**config.mk**
```make
export PLATFORM = sky130hd
export DESIGN_NAME = fifo_ser_tx
export DESIGN_NICKNAME = d
export VERILOG_FILES = /design/src/rtl/fifo_ser_tx.sv
export SDC_FILE = /design/constraint.sdc
export NUM_CORES = 1
export LEC_CHECK = 0
export BUFFER_PORTS_ARGS = -buffer_cell sky130_fd_sc_hd__clkbuf_2
export CAP_MARGIN = 20
export CORE_MARGIN = 5
export CORE_UTILIZATION = 25
export CTS_CLUSTER_DIAMETER = 200
export DETAILED_ROUTE_END_ITERATION = 8
export REMOVE_ABC_BUFFERS = 1
export SYNTH_ARGS = -nofsm -noshare
export SYNTH_HDL_FRONTEND = slang
export SYNTH_SLANG_ARGS = --single-unit
export TNS_END_PERCENT = 100
```
**constraint.sdc**
```tcl
create_clock -name clk -period 1.5 [get_ports clk]
set_input_delay 0.075 -clock clk [delete_from_list [all_inputs] [get_ports clk]]
set_output_delay 0.075 -clock clk [all_outputs]
set_load 0.02 [all_outputs]
```
**src/rtl/fifo_ser_tx.sv**
```systemverilog
// fifo_ser_tx: drains a FIFO through empty/dequeue and shifts each word out as a serial frame
// (start, data LSB-first, optional even parity, stop). Parity is built when FIFO_SER_TX_PARITY_EN is defined.
module fifo_ser_tx #(
    parameter int unsigned WIDTH    = 8,
    parameter int unsigned BAUD_DIV = 16
) (
    input  logic             clk,
    input  logic             rst,
    input  logic             empty,
    input  logic [WIDTH-1:0] din,
    output logic             dequeue,
    output logic             txd,
    output logic             busy
);

    localparam int unsigned BAUD_W = (BAUD_DIV > 1) ? $clog2(BAUD_DIV) : 1;
    localparam int unsigned BIT_W  = $clog2(WIDTH) + 1;
    localparam logic [BAUD_W-1:0] BAUD_LAST = BAUD_W'(BAUD_DIV - 1);
    localparam logic [BIT_W-1:0]  BIT_LAST  = BIT_W'(WIDTH - 1);

    typedef enum logic [2:0] {
        S_IDLE   = 3'd0,
        S_START  = 3'd1,
        S_DATA   = 3'd2,
`ifdef FIFO_SER_TX_PARITY_EN
        S_PARITY = 3'd4,
`endif
        S_STOP   = 3'd3
    } state_e;

    state_e             state_q, state_d;
    logic [BAUD_W-1:0]  baud_q, baud_d;
    logic [BIT_W-1:0]   bit_q, bit_d;
    logic [WIDTH-1:0]   shreg_q, shreg_d;
    logic [WIDTH-1:0]   shifted;
    logic               txd_q, txd_d;
    logic               busy_q;
    logic               baud_tick;
`ifdef FIFO_SER_TX_PARITY_EN
    logic               parity_q, parity_d;
`endif

    // State and datapath registers; reset forces the line idle at once.
    always_ff @(posedge clk or negedge rst) begin
        if (!rst) begin
            state_q  <= S_IDLE;
            baud_q   <= '0;
            bit_q    <= '0;
            shreg_q  <= '0;
            txd_q    <= 1'b1;
            busy_q   <= 1'b0;
`ifdef FIFO_SER_TX_PARITY_EN
            parity_q <= 1'b0;
`endif
        end else begin
            state_q  <= state_d;
            baud_q   <= baud_d;
            bit_q    <= bit_d;
            shreg_q  <= shreg_d;
            txd_q    <= txd_d;
            busy_q   <= (state_d != S_IDLE);
`ifdef FIFO_SER_TX_PARITY_EN
            parity_q <= parity_d;
`endif
        end
    end

    // Next state; txd_d is the level the line takes in the cycle after this edge.
    always_comb begin
        state_d   = state_q;
        baud_d    = baud_q;
        bit_d     = bit_q;
        shreg_d   = shreg_q;
        txd_d     = txd_q;
        dequeue   = 1'b0;
`ifdef FIFO_SER_TX_PARITY_EN
        parity_d  = parity_q;
`endif
        baud_tick = (baud_q == BAUD_LAST);
        shifted   = shreg_q >> 1;

        if (state_q != S_IDLE) begin
            baud_d = baud_tick ? '0 : baud_q + BAUD_W'(1);
        end

        case (state_q)
            S_IDLE: begin
                txd_d = 1'b1;
                if (!empty && rst) begin
                    dequeue  = 1'b1;
                    shreg_d  = din;
                    baud_d   = '0;
                    bit_d    = '0;
                    state_d  = S_START;
                    txd_d    = 1'b0;
`ifdef FIFO_SER_TX_PARITY_EN
                    parity_d = ^din;
`endif
                end
            end
            S_START: begin
                if (baud_tick) begin
                    state_d = S_DATA;
                    txd_d   = shreg_q[0];
                end
            end
            S_DATA: begin
                if (baud_tick) begin
                    shreg_d = shifted;
                    bit_d   = bit_q + BIT_W'(1);
                    if (bit_q == BIT_LAST) begin
`ifdef FIFO_SER_TX_PARITY_EN
                        state_d = S_PARITY;
                        txd_d   = parity_q;
`else
                        state_d = S_STOP;
                        txd_d   = 1'b1;
`endif
                    end else begin
                        txd_d = shifted[0];
                    end
                end
            end
`ifdef FIFO_SER_TX_PARITY_EN
            S_PARITY: begin
                if (baud_tick) begin
                    state_d = S_STOP;
                    txd_d   = 1'b1;
                end
            end
`endif
            S_STOP: begin
                if (baud_tick) begin
                    state_d = S_IDLE;
                    txd_d   = 1'b1;
                end
            end
            default: begin
                state_d = S_IDLE;
                txd_d   = 1'b1;
            end
        endcase
    end

    assign txd  = txd_q;
    assign busy = busy_q;

endmodule
```
After elaboration in Yosys (flattened, before gate mapping)
Cells that the tools add are included.

word-level totals
  latch bits = 0
  memory bits (read-only) = 0
  memories = 0
  word-level logic and storage cells = 49
  memory bits (writable) = 0
  register bits = 21

operators by class
  reduce and logical (&&, ||, !) cells = 8
  div/mod/pow operators = 0
  shift operators = 0
  bitwise logic cells = 0
  $add $sub $neg = 2
  $mul = 0
  magnitude comparators = 0
  eq/ne operators = 9
  mux-type cells = 24

operators with widths
  kind                                                  number
  two-way mux 4 bit                                     6
  two-way mux 8 bit                                     2
  one-hot mux 8 bit (2 select lines)                    1
  two-way mux 3 bit                                     5
  one-hot mux 3 bit (4 select lines)                    1
  adder 4 x 1 -> 4 bit (second input constant)          2
  != test 2 bit (second input constant)                 4
  one-hot mux 4 bit (2 select lines)                    1
  two-way mux 1 bit                                     7
  equality test 3 x 2 -> 1 bit (second input constant)  2
  AND reduction 3 bit                                   2
  nonzero test 3 bit                                    2
  equality test 4 x 3 -> 1 bit (second input constant)  1
  equality test 4 bit (second input constant)           1
  one-hot mux 1 bit (4 select lines)                    1
  equality test 3 x 1 -> 1 bit (second input constant)  1
  zero test 3 bit                                       1
  nonzero test 2 bit                                    1
  logical AND 1 bit                                     1
  zero test 1 bit                                       1

Depth between registers and ports, before layout
  word-level depth = 5
  mapped depth = 5
  depth with buffers taken out = 4

Least setup slack after synthesis
OpenSTA, ideal clock, no wires.

  path type = reg-to-reg
  from = reg state_q[2]
  to = reg busy_q, in the netlist busy
  buffers on the path = 1
  required time = 1.435 ns
  cell stages (with the launch flop) = 5
  arrival time = 1.510 ns
  library setup time = 0.065 ns
  setup slack = -0.075 ns
  path through = dfrtp_1 or3_4 buf_6 nor2_1 or2_2

on the way
  word-level cells in the longest chain between the ends = 4
  elaborated cells on any way between the ends = 11

RTL lines
  element                                 RTL line  text
  start, declared                         31        state_e state_q, state_d;
  start signal, assigned                  56        state_q <= state_d;
  two-way mux 3 bit                       111       if (bit_q == BIT_LAST) begin
  two-way mux 3 bit                       108       if (baud_tick) begin
  one-hot mux 3 bit (4 select lines) (*)  86        case (state_q)
  nonzero test 3 bit (*)                  61        busy_q <= (state_d != S_IDLE);
  end signal, assigned                    61
  end, declared                           37        logic busy_q;

Mark *: on every way between the ends. The rest lies on a longest branch, timed or not.
A chain may end at the register's enable or synchronous reset.

Worst setup path after layout
  from = reg state_q[0]
  to = reg shreg_q[3]

on the way
  word-level cells in the longest chain between the ends = 3
  elaborated cells on any way between the ends = 7

RTL lines
  element                                                                      RTL line  text
  equality test 3 x 2 -> 1 bit / zero test 3 bit (equally long branches)       86
  != test 2 bit (no source line) / nonzero test 2 bit (equally long branches)  -
  AND reduction 3 bit (no source line)                                         -
  end signal, assigned                                                         59        shreg_q <= shreg_d;
  end, declared                                                                34        logic [WIDTH-1:0] shreg_q, shreg_d;

Parallel ways exist; a longest one is shown, timed or not.

==> flow_summary.toml <==
[place]
dp_hpwl_mm = 1.86
portBuffers = 13
dp.cells = 172
place.gp.congestion = 0.855

[yosys]
ys_ff_latch = 21
yosysWarnings = 0
syn_area_per_cell_um2 = 10.9
yosysSeqAreaShare = 0.486
syn_area_mm2 = 0.00108
synthCells = 99
ys_types = 37

[timing]
finalHoldViolCount = 0
setup_ws_ns = -0.0140
max_freq_ghz = 0.660
finalSetupViolCount = 4
hold_ws_ns = 0.0360
tns_ns = -0.0259
period_minus_slack_ns = 1.51
skew_ns = 0.00739
final.period_utilization = 1.01
rsz0062_at_grt = "true"
report.final.slew_viol_count = 0

[outcome]
violations = "negative setup slack"
outcome = "finished, violations left"

[global_route]
overflow = 0
antenna_found_initial = 0
grt_use_total = 0.102
grt_pass1_wl_mm = 4.45
grt_max_degree = 22
grt_pass1_vias = 954

[cells_and_area]
instances_no_fill = 181
drive_gt1_frac = 0.411
final_cell_mix = "dfrtp_1 (19), buf_4 (15), clkbuf_2 (12)"
finish.utilization = 0.332
nets = 143
n_fill_cell = 447
diodes = 0
final_common_cell = "dfrtp_1"
syn_to_final_growth_pct = 30.8

[clocking]
clk_transition_reported_paths_ns = 0.08
cts_sinks = 21
clk_latency_ns = 0.26
cts_max_level = 1
cts_root_buf = "clkbuf_8"
clockBufferDepth = 2
cts_tree = "done"
cts_made_buffers = 3

[power_and_ir_drop]
clkPwrFrac = 0.258
seqPwrFrac = 0.521
power_density_mw_per_mm2 = 1030
internal-power_mw = 1.03
p_switching_mw = 0.436
ir_drop_uv = 440
combPwrFrac = 0.221
p_sw_frac = 0.298
leakage_nw = 0.607
p_total_mw = 1.46

[worst_setup_path]
worstSetupPathType = "flop to flop"
ff2ff_setup_slack_ns = -0.01
cp-endpoint = "shreg_q[3]"
cp_cell_sequence = "or3_4 > or3_1 > o221a_2"
crit_path_max_fanout = 7
crit_required_ns = 1.65
crit_path_start = "state_q[0]"
slowest_stage = "or3_4"
cp-start-kind = "flop"
worstPathArrival_ns = 1.66
worst_r2r_path_depth = 3
max_stage_delay_ns = 0.46
r2r-end = "shreg_q[3]"
reg2reg_from = "state_q[0]"
end_kind = "flop"

[hold_path]
worstHoldPathType = "input port to flop"

[floorplan]
rows = 24
die_h_um = 75.8
pin_count = 14
core-area_mm2 = 0.00426
initial_utilization = 0.254
die_w_um = 75.8
dieArea_mm2 = 0.00575

[route]
drc = 0
wl_per_cell_um = 14.7
drtIter0Drc = 26
routed_wirelength_mm = 2.65
num_vias = 913
ant_nets = 0
viasPerCell = 5.04
drtPass1Iterations = 4

[flow_run]
cap_violations = 0
flip-flops by register name, indices dropped and copies added, names as in the netlist:
| signal | cells |
|---|---|
| shreg_q | 8 |
| baud_q | 4 |
| bit_q | 4 |
| state_q | 3 |
| busy | 1 |
| txd | 1 |
timing repair:
| item | in CTS | in global routing |
|---|---|---|
| endpoints found under the hold margin | 20 | 0 |
| setup buffers | 0 | 2 |
| pin swaps | 3 | 0 |
| resized for setup | 6 | 6 |
| endpoints found under the setup margin | 8 | 15 |
| cloned | 2 | 0 |
| hold buffers | 1 | 0 |
cell type report:
class | instances | area, um2 | area share
clock buffer | 3 | 41.3 | 0.0291
clock inverter | 1 | 5.00 | 0.00353
sequential | 21 | 528 | 0.372
multi-input combinational | 69 | 558 | 0.394
inverter | 6 | 22.5 | 0.0159
tap | 52 | 65.1 | 0.0459
timing repair buffer | 29 | 198 | 0.139
metal layers:
metal	vias to the layer above	track usage	wire, um
li1	437	-	-
met1	449	0.124	1200
met2	21	0.171	1300
met3	6	0.0145	78
met4	0	0.0563	80
met5	-	0	0
power groups by stage:
stage	clock network [mW]	logic [mW]	registers [mW]
after global placement	0	0.257	0.749
after floorplan	0	0.163	0.739
after global routing	0.410	0.362	0.772
after detailed placement	0	0.271	0.754
after CTS	0.387	0.286	0.745
final	0.377	0.323	0.761
cells by family (layout without fill, tap and decap cells):
kind of cell / count (synthesis) / count (layout) / share of synthesized area
adders and majority gates: 2 / 2 / 0.0231
xor gates and xnor gates: 1 / 1 / 0.00808
other: 1 / 1 / 0.00346
buffers and inverters: 11 / 39 / 0.0531
and+or+nand+nor: 38 / 39 / 0.214
DFF: 21 / 21 / 0.486
muxes: 4 / 4 / 0.0370
AOI/OAI and AO/OA: 21 / 22 / 0.176
how the worst min path moves through the flow:
stage / from / endpoint / slack [ns] / cells after the start
floorplan: rst / baud_q[0] / -0.22 / 0
global placement: rst / state_q[2] / 0.12 / 2
detailed placement: rst / busy / 0.13 / 2
CTS: din[7] / shreg_q[7] / 0.03 / 2
global route: din[7] / shreg_q[7] / 0.03 / 2
finish: din[7] / shreg_q[7] / 0.04 / 2
critical path, delay by kind of cell, from the launching register on:
| family | cells | cell delay (ns) |
|---|---|---|
| and+or+nand+nor | 2 | 0.83 |
| DFF | 1 | 0.43 |
| AOI/OAI and AO/OA | 1 | 0.13 |
through the flow:
| stage | cell area (um2) | worst slack (ns) |
|---|---|---|
| 4_1_cts | 1380 | -0.00311 |
| 6_report | 1420 | -0.0140 |
| 2_1_floorplan | 1050 | -0.0830 |
| 5_1_grt | 1420 | -0.0467 |
| 3_5_place_dp | 1280 | -0.00357 |
| 3_3_place_gp | 1280 | 0.0385 |
synth_stat cells:
master,number,area share
ha_1,2,0.023
xor2_1,1,0.0081
or3b_4,1,0.010
and3_1,1,0.0058
clkbuf_1,1,0.0035
or2_2,1,0.0058
a211o_1,1,0.0081
a31oi_1,2,0.012
buf_6,1,0.010
o21bai_1,1,0.0069
nor2_1,2,0.0069
nor3b_1,2,0.014
inv_1,6,0.021
o21ai_0,2,0.0092
dfstp_2,1,0.024
buf_4,2,0.014
a211oi_1,2,0.014
and4b_1,1,0.0092
dfrtp_1,20,0.46
mux2i_1,4,0.037
or3_1,8,0.046
nand3_1,8,0.037
or3_4,1,0.010
nand2_1,4,0.014
o22ai_4,1,0.018
o221a_2,7,0.073
o2bb2ai_1,1,0.0081
nor3b_2,1,0.012
nand4_1,3,0.017
a21oi_1,1,0.0046
a31o_2,1,0.0081
nand2b_1,2,0.012
o21a_1,1,0.0069
buf_2,1,0.0046
nor3_1,3,0.014
o31ai_1,1,0.0069
conb_1,1,0.0035
No activity file was read; power rests on OpenSTA's default activity.
